### config.mk
export PLATFORM = sky130hd
export DESIGN_NAME = clk_period_meter
export DESIGN_NICKNAME = d
export VERILOG_FILES = /design/src/rtl/clk_period_meter.sv
export SDC_FILE = /design/constraint.sdc
export NUM_CORES = 1
export LEC_CHECK = 0
export CELL_PAD_IN_SITES_DETAIL_PLACEMENT = 1
export CELL_PAD_IN_SITES_GLOBAL_PLACEMENT = 1
export CORE_UTILIZATION = 36
export CTS_CLUSTER_SIZE = 40
export DETAILED_ROUTE_END_ITERATION = 8
export PLACE_DENSITY = 0.81
export SYNTH_ARGS = -nofsm -noshare
export SYNTH_HDL_FRONTEND = slang
export SYNTH_SLANG_ARGS = --single-unit
### constraint.sdc
create_clock -name clk_in -period 1.85 [get_ports clk_in]
set_input_delay 0.37 -clock clk_in [delete_from_list [all_inputs] [get_ports clk_in]]
set_output_delay 0.37 -clock clk_in [all_outputs]
set_load 0.03 [all_outputs]
### src/rtl/clk_period_meter.sv
// Measures period and high time of a slow asynchronous input in clk_in cycles, with a sticky stall flag.
// Optional min/max period tracking is enabled by defining PERIOD_STATS_EN.
module clk_period_meter #(
  parameter int unsigned CNT_W         = 33,
  parameter int unsigned TIMEOUT_VALUE = 200000000,
  parameter int unsigned SYNC_STAGES   = 2
) (
  input  logic             clk_in,
  input  logic             rst,
  input  logic             sig_in,
  output logic [CNT_W-1:0] period,
  output logic [CNT_W-1:0] high_time,
  output logic             meas_valid,
  output logic             timeout,
  output logic [CNT_W-1:0] min_period,
  output logic [CNT_W-1:0] max_period
);

  localparam logic [0:0] IDLE = 1'b0;
  localparam logic [0:0] MEAS = 1'b1;

  localparam logic [CNT_W-1:0] ONE = CNT_W'(1);
  localparam logic [CNT_W-1:0] TMO = CNT_W'(TIMEOUT_VALUE);

  logic [SYNC_STAGES-1:0] sync_q;
  logic                   s_d_q;
  logic                   s, rise, fall;

  logic [0:0]       state_q, state_d;
  logic [CNT_W-1:0] cnt_q, cnt_d;
  logic [CNT_W-1:0] hcnt_q, hcnt_d;
  logic [CNT_W-1:0] hcap_q, hcap_d;
  logic             fall_seen_q, fall_seen_d;
  logic [CNT_W-1:0] period_q, period_d;
  logic [CNT_W-1:0] high_q, high_d;
  logic             valid_q, valid_d;
  logic             timeout_q, timeout_d;

  assign s    = sync_q[SYNC_STAGES-1];
  assign rise = s & ~s_d_q;
  assign fall = ~s & s_d_q;

  always_ff @(posedge clk_in) begin
    if (rst) begin
      sync_q <= '0;
      s_d_q  <= 1'b0;
    end else begin
      sync_q <= {sync_q[SYNC_STAGES-2:0], sig_in};
      s_d_q  <= s;
    end
  end

  always_comb begin
    state_d     = state_q;
    cnt_d       = cnt_q;
    hcnt_d      = hcnt_q;
    hcap_d      = hcap_q;
    fall_seen_d = fall_seen_q;
    period_d    = period_q;
    high_d      = high_q;
    valid_d     = 1'b0;
    timeout_d   = timeout_q;
    if (state_q == IDLE) begin
      cnt_d       = '0;
      hcnt_d      = '0;
      fall_seen_d = 1'b0;
      if (rise) begin
        state_d = MEAS;
        cnt_d   = ONE;
        hcnt_d  = ONE;
      end
    end else begin
      // A rise takes priority over an expiring count so a period of exactly TIMEOUT_VALUE still measures.
      if (rise) begin
        period_d    = cnt_q;
        high_d      = fall_seen_q ? hcap_q : cnt_q;
        valid_d     = 1'b1;
        timeout_d   = 1'b0;
        cnt_d       = ONE;
        hcnt_d      = ONE;
        fall_seen_d = 1'b0;
      end else if (cnt_q == TMO) begin
        timeout_d   = 1'b1;
        state_d     = IDLE;
        cnt_d       = '0;
        hcnt_d      = '0;
        fall_seen_d = 1'b0;
      end else begin
        cnt_d = cnt_q + ONE;
        if (fall) begin
          fall_seen_d = 1'b1;
          hcap_d      = hcnt_q;
        end else if (s && !fall_seen_q) begin
          hcnt_d = hcnt_q + ONE;
        end
      end
    end
  end

  always_ff @(posedge clk_in) begin
    if (rst) begin
      state_q     <= IDLE;
      cnt_q       <= '0;
      hcnt_q      <= '0;
      hcap_q      <= '0;
      fall_seen_q <= 1'b0;
      period_q    <= '0;
      high_q      <= '0;
      valid_q     <= 1'b0;
      timeout_q   <= 1'b0;
    end else begin
      state_q     <= state_d;
      cnt_q       <= cnt_d;
      hcnt_q      <= hcnt_d;
      hcap_q      <= hcap_d;
      fall_seen_q <= fall_seen_d;
      period_q    <= period_d;
      high_q      <= high_d;
      valid_q     <= valid_d;
      timeout_q   <= timeout_d;
    end
  end

  assign period     = period_q;
  assign high_time  = high_q;
  assign meas_valid = valid_q;
  assign timeout    = timeout_q;

`ifdef PERIOD_STATS_EN
  logic [CNT_W-1:0] min_q, min_d;
  logic [CNT_W-1:0] max_q, max_d;

  always_comb begin
    min_d = min_q;
    max_d = max_q;
    if (valid_d) begin
      if (period_d < min_q) min_d = period_d;
      if (period_d > max_q) max_d = period_d;
    end
  end

  always_ff @(posedge clk_in) begin
    if (rst) begin
      min_q <= '1;
      max_q <= '0;
    end else begin
      min_q <= min_d;
      max_q <= max_d;
    end
  end

  assign min_period = min_q;
  assign max_period = max_q;
`else
  assign min_period = '0;
  assign max_period = '0;
`endif

endmodule

Yosys cells after proc, flatten, opt, wreduce, memory -nomap -nowiden
Cells that the tools add are included.

Add/sub/neg operators: 2. Multiply operators: 0. Divide/modulo/power cells: 0. $lt $le $gt $ge: 0. Equal/unequal tests: 3. Shifts and indexed selects: 0. Multiplexer cells: 16. Bitwise logic cells: 7. Reductions and logical operators: 9.

Operator list (number): 33-bit two-way mux (9); 33-bit by 1-bit adder with 33-bit output (second input constant) (2); 33-bit by 28-bit == test with 1-bit output (second input constant) (1); 1-bit two-way mux (7); 2-bit AND reduction (3); 1-bit NOT (5); 4-bit by 2-bit inequality test with 1-bit output (second input constant) (1); 4-bit by 3-bit inequality test with 1-bit output (second input constant) (1); 4-bit AND reduction (1); 4-bit OR reduction (1); 1-bit bitwise AND (2); 2-bit nonzero test (1); 2-bit OR reduction (1); 1-bit logical AND (1); 1-bit zero test (1).

Flip-flop bits (word level): 172. Latch bits: 0. Bits in writable memories: 0. Bits in read-only memories: 0. Input port bits: 3. Output and inout port bits: 134. Logic and storage cells: 48. Memories: 0.

Longest topological paths before layout
Depth after elaboration: 7. Mapped depth: 10.

Worst setup path after synthesis
OpenSTA, ideal clock, no wires.

Path type: register to register. From: reg hcnt_q[0]. To: reg hcnt_q[16]. Library setup time: 0.072 ns. Data arrival time: 1.934 ns. Data required time: 1.778 ns. Path slack: -0.155 ns. Cell stages (with the launch flop): 8. Buffers on the path: 1. Clock period less this slack: 2.005 ns. Cells stage by stage: dfxtp_1 -> ha_1 -> nand3_1 -> nor4_1 -> clkbuf_1 -> nand3_1 -> a21oi_1 -> mux2i_1.

Longest elaborated chain between the ends: 6.

RTL lines: from (decl) (RTL line 31) `logic [CNT_W-1:0] hcnt_q, hcnt_d;`; from (signal assigned) (RTL line 114) `hcnt_q <= hcnt_d;`; 33-bit by 1-bit adder with 33-bit output (RTL line 94) `hcnt_d = hcnt_q + ONE;`; 33-bit two-way mux (RTL line 93) `end else if (s && !fall_seen_q) begin`; 33-bit two-way mux (RTL line 90) `if (fall) begin`; 33-bit two-way mux (RTL line 82) `end else if (cnt_q == TMO) begin`; 33-bit two-way mux (RTL line 74) `if (rise) begin`; 33-bit two-way mux (RTL line 63) `if (state_q == IDLE) begin`.

No other way between the ends. The select of a mux whose other input is x is not followed. A chain may end at the register's enable or synchronous reset.

Final worst setup path
From: reg cnt_q[11]. To: reg cnt_q[12].

Longest elaborated chain between the ends: 4.

RTL lines: from (decl) (RTL line 30) `logic [CNT_W-1:0] cnt_q, cnt_d;`; from (signal assigned) (RTL line 113) `cnt_q <= cnt_d;`; 33-bit by 1-bit adder with 33-bit output / 33-bit by 28-bit == test with 1-bit output (equally long branches) (RTL line 89, 82); 33-bit two-way mux (*) (RTL line 82); 33-bit two-way mux (*) (RTL line 74); 33-bit two-way mux (*) (RTL line 63).

Every way passes the cells marked *; elsewhere a longest branch is shown, timed or not.

==> impl_metrics.tcl <==
set metrics [dict create \
    clk_latency_ns 0.46 \
    combPwrFrac 0.067 \
    switching_power_mw 2.17 \
    htree_num_levels 4 \
    synthFlopType "dfxtp_1" \
    postRouteAntennaNets 0 \
    gp_congestion 0.888 \
    fp.dieArea_sq_um 22900 \
    placed_cells 1297 \
    use_met3 0.0608 \
    ys_warn_count 0 \
    max-cap-violations 0 \
    synth_cell_types 50 \
    port_buffers 70 \
    io_pins 137 \
    die_w_um 151 \
    vias_per_cell 5.93 \
    area_delta_synth_final_pct 40.8 \
    power.density_nw_per_um2 712 \
    seq_power_share 0.461 \
    cts_buffers 17 \
    hold_violations 0 \
    fp-row-count 54 \
    fmax_mhz 366 \
    finalNonFillerCells 1371 \
    grtUsageTotal 0.270 \
    wire_per_inst_um 27.5 \
    place_hpwl_um 16200 \
    startpoint_type "flop" \
    grt_pass1_wl_um 46600 \
    drtIter0Drc 644 \
    synth_edf_count 0 \
    cts.path.max_buffers 2 \
    hold_ws_ns 0.469 \
    drtPass1Iterations 5 \
    dieHeight_um 151 \
    pwr-share-clk 0.472 \
    synth-seq-cells 172 \
    crit_required_ns 2.16 \
    overflow 0 \
    cts-root-buf "clkbuf_16" \
    top_usage_layer "met2" \
    clock_sinks 172 \
    clkSlewWorstSetupHoldPaths_ns 0.07 \
    p_leak_nw 4.91 \
    switching_share 0.269 \
    vias 8125 \
    final_common_cell "dfxtp_1" \
    wl_um 37700 \
    endpoint_kind "flop" \
    nets 1083 \
    relSlewSlack 0.220 \
    cp_max_fo 8 \
    skew_ns 0.0168 \
    drc 0 \
    ir_drop_mv 0.713 \
    setup_ws_ns -0.884 \
    worst_pin_slew_ns 1.16 \
    intPower_mw 5.88 \
    synth.yosys.seq_area_share 0.429 \
    first_global_vias 7987 \
    post-place-ws_ns -0.485 \
    rsz0062_at_grt "true" \
    period_needed_ns 2.73 \
    drive_above_1_share 0.272 \
    cts_tree "yes" \
    core_area_sq_um 21800 \
    fin_setup_tns_ns -67.70 \
    start_util 0.368 \
    crit_type "reg -> reg" \
    grt_antenna_before_repair 1 \
    grt_max_degree 46 \
    grtUsageMet1 0.302 \
    syn_area_sq_um 8020 \
    avgSynthCellArea_sq_um 9.01 \
    grtUsageMet2 0.459 \
    finalPower_mw 8.05 \
    async_reset_ff_frac 0 \
    worstPathArrival_ns 3.04 \
    status "finished, violations left" \
    violations "negative setup slack" \
    final_cell_mix "dfxtp_1 (156), buf_4 (124), mux2i_1 (75)" \
    period_share 1.48 \
    holdCritPathClass "reg -> reg" \
    slew_viol_final 0 \
    synth_cells 890 \
    hold_buffers 0 \
    setup_viol 107 \
]
## registers in the layout, summed over array words and instances, names as in the netlist
name and flops:
hcap_q 33, s_d_q 1, fall_seen_q 1, timeout 1
sync_q 2, meas_valid 1, state_q 1, high_time 33
hcnt_q 33, period 33, cnt_q 33
## path summary, 6_finish.rpt
path | startpoint | endpoint | slack [ns] | depth (start not counted)
worst max-delay path | cnt_q[11]$_SDFF_PP0_ | cnt_q[12]$_SDFF_PP0_ | -0.88 | 7
worst min-delay path | sync_q[0]$_SDFF_PP0_ | sync_q[1]$_SDFF_PP0_ | 0.47 | 1
worst max register to register | cnt_q[11]$_SDFF_PP0_ | cnt_q[12]$_SDFF_PP0_ | -0.88 | 7
worst min register to register | sync_q[0]$_SDFF_PP0_ | sync_q[1]$_SDFF_PP0_ | 0.47 | 1
## cells in the mapped netlist (17+ instances only)
master,instances,area share
mux2i_1,79,0.099
nand2_1,77,0.036
nand4_1,17,0.013
nand2b_1,72,0.056
or3_1,17,0.013
dfxtp_1,172,0.43
xnor2_1,20,0.022
nand3_1,37,0.023
a21oi_1,37,0.023
a22o_1,28,0.031
o21ai_0,51,0.032
nor2_1,45,0.021
clkbuf_1,39,0.018
buf_4,66,0.062
## cells by family after synthesis
logic type | synth area share
and+or+nand+nor | 0.219
DFF | 0.429
AOI/OAI and AO/OA | 0.113
buffers and inverters | 0.104
muxes | 0.0986
xor gates and xnor gates | 0.0317
adders and majority gates | 0.00468
other | 0.000467
## cell type report
type                            instances  area [sq um]
Fill cell                            2379         10500
Sequential cell                       172          3460
Timing Repair Buffer                  228          2300
Antenna cell                            1          2.50
Clock buffer                           18           429
Inverter                                9          33.8
Clock inverter                         14           158
Multi-Input combinational cell        649          4560
Tap cell                              280           350
## power by group through the flow
stage / combinational [mW] / clock, mW / sequential, mW
after floorplan: 0.417 / 0 / 3.80
after global placement: 0.383 / 0 / 3.79
after detailed placement: 0.389 / 0 / 3.80
after CTS: 0.451 / 3.66 / 3.71
after global routing: 0.555 / 3.94 / 3.71
final: 0.540 / 3.80 / 3.71
## metrics by stage
| stage | utilization | area (sq um) |
|---|---|---|
| 3_3_place_gp | 0.438 | 9560 |
| 5_1_grt | 0.518 | 11300 |
| 2_1_floorplan | - | 8370 |
| 6_report | 0.518 | 11300 |
| 3_5_place_dp | 0.438 | 9560 |
| 4_1_cts | 0.490 | 10700 |
## routing by layer
| layer | wire (um) | part of all wire |
|---|---|---|
| met5 | 0 | 0 |
| met4 | 2810 | 0.074 |
| met3 | 3370 | 0.089 |
| met1 | 13500 | 0.36 |
| met2 | 18000 | 0.48 |
## critical path: stages (launching register included)
cell	delay [ns]
dfxtp_1	0.37
buf_4	0.16
buf_4	0.16
nor4_2	0.97
a31oi_4	0.29
nand2_4	0.31
clkbuf_16	0.23
nor2_1	0.08
## repair_timing
action,in CTS,in global routing
hold endpoints to repair,0,0
buffers inserted,18,17
resized for setup,85,98
pin swaps,17,18
cloned,6,3
endpoints found under the setup margin,113,212
Note: power is estimated with default switching activity, not from simulation.
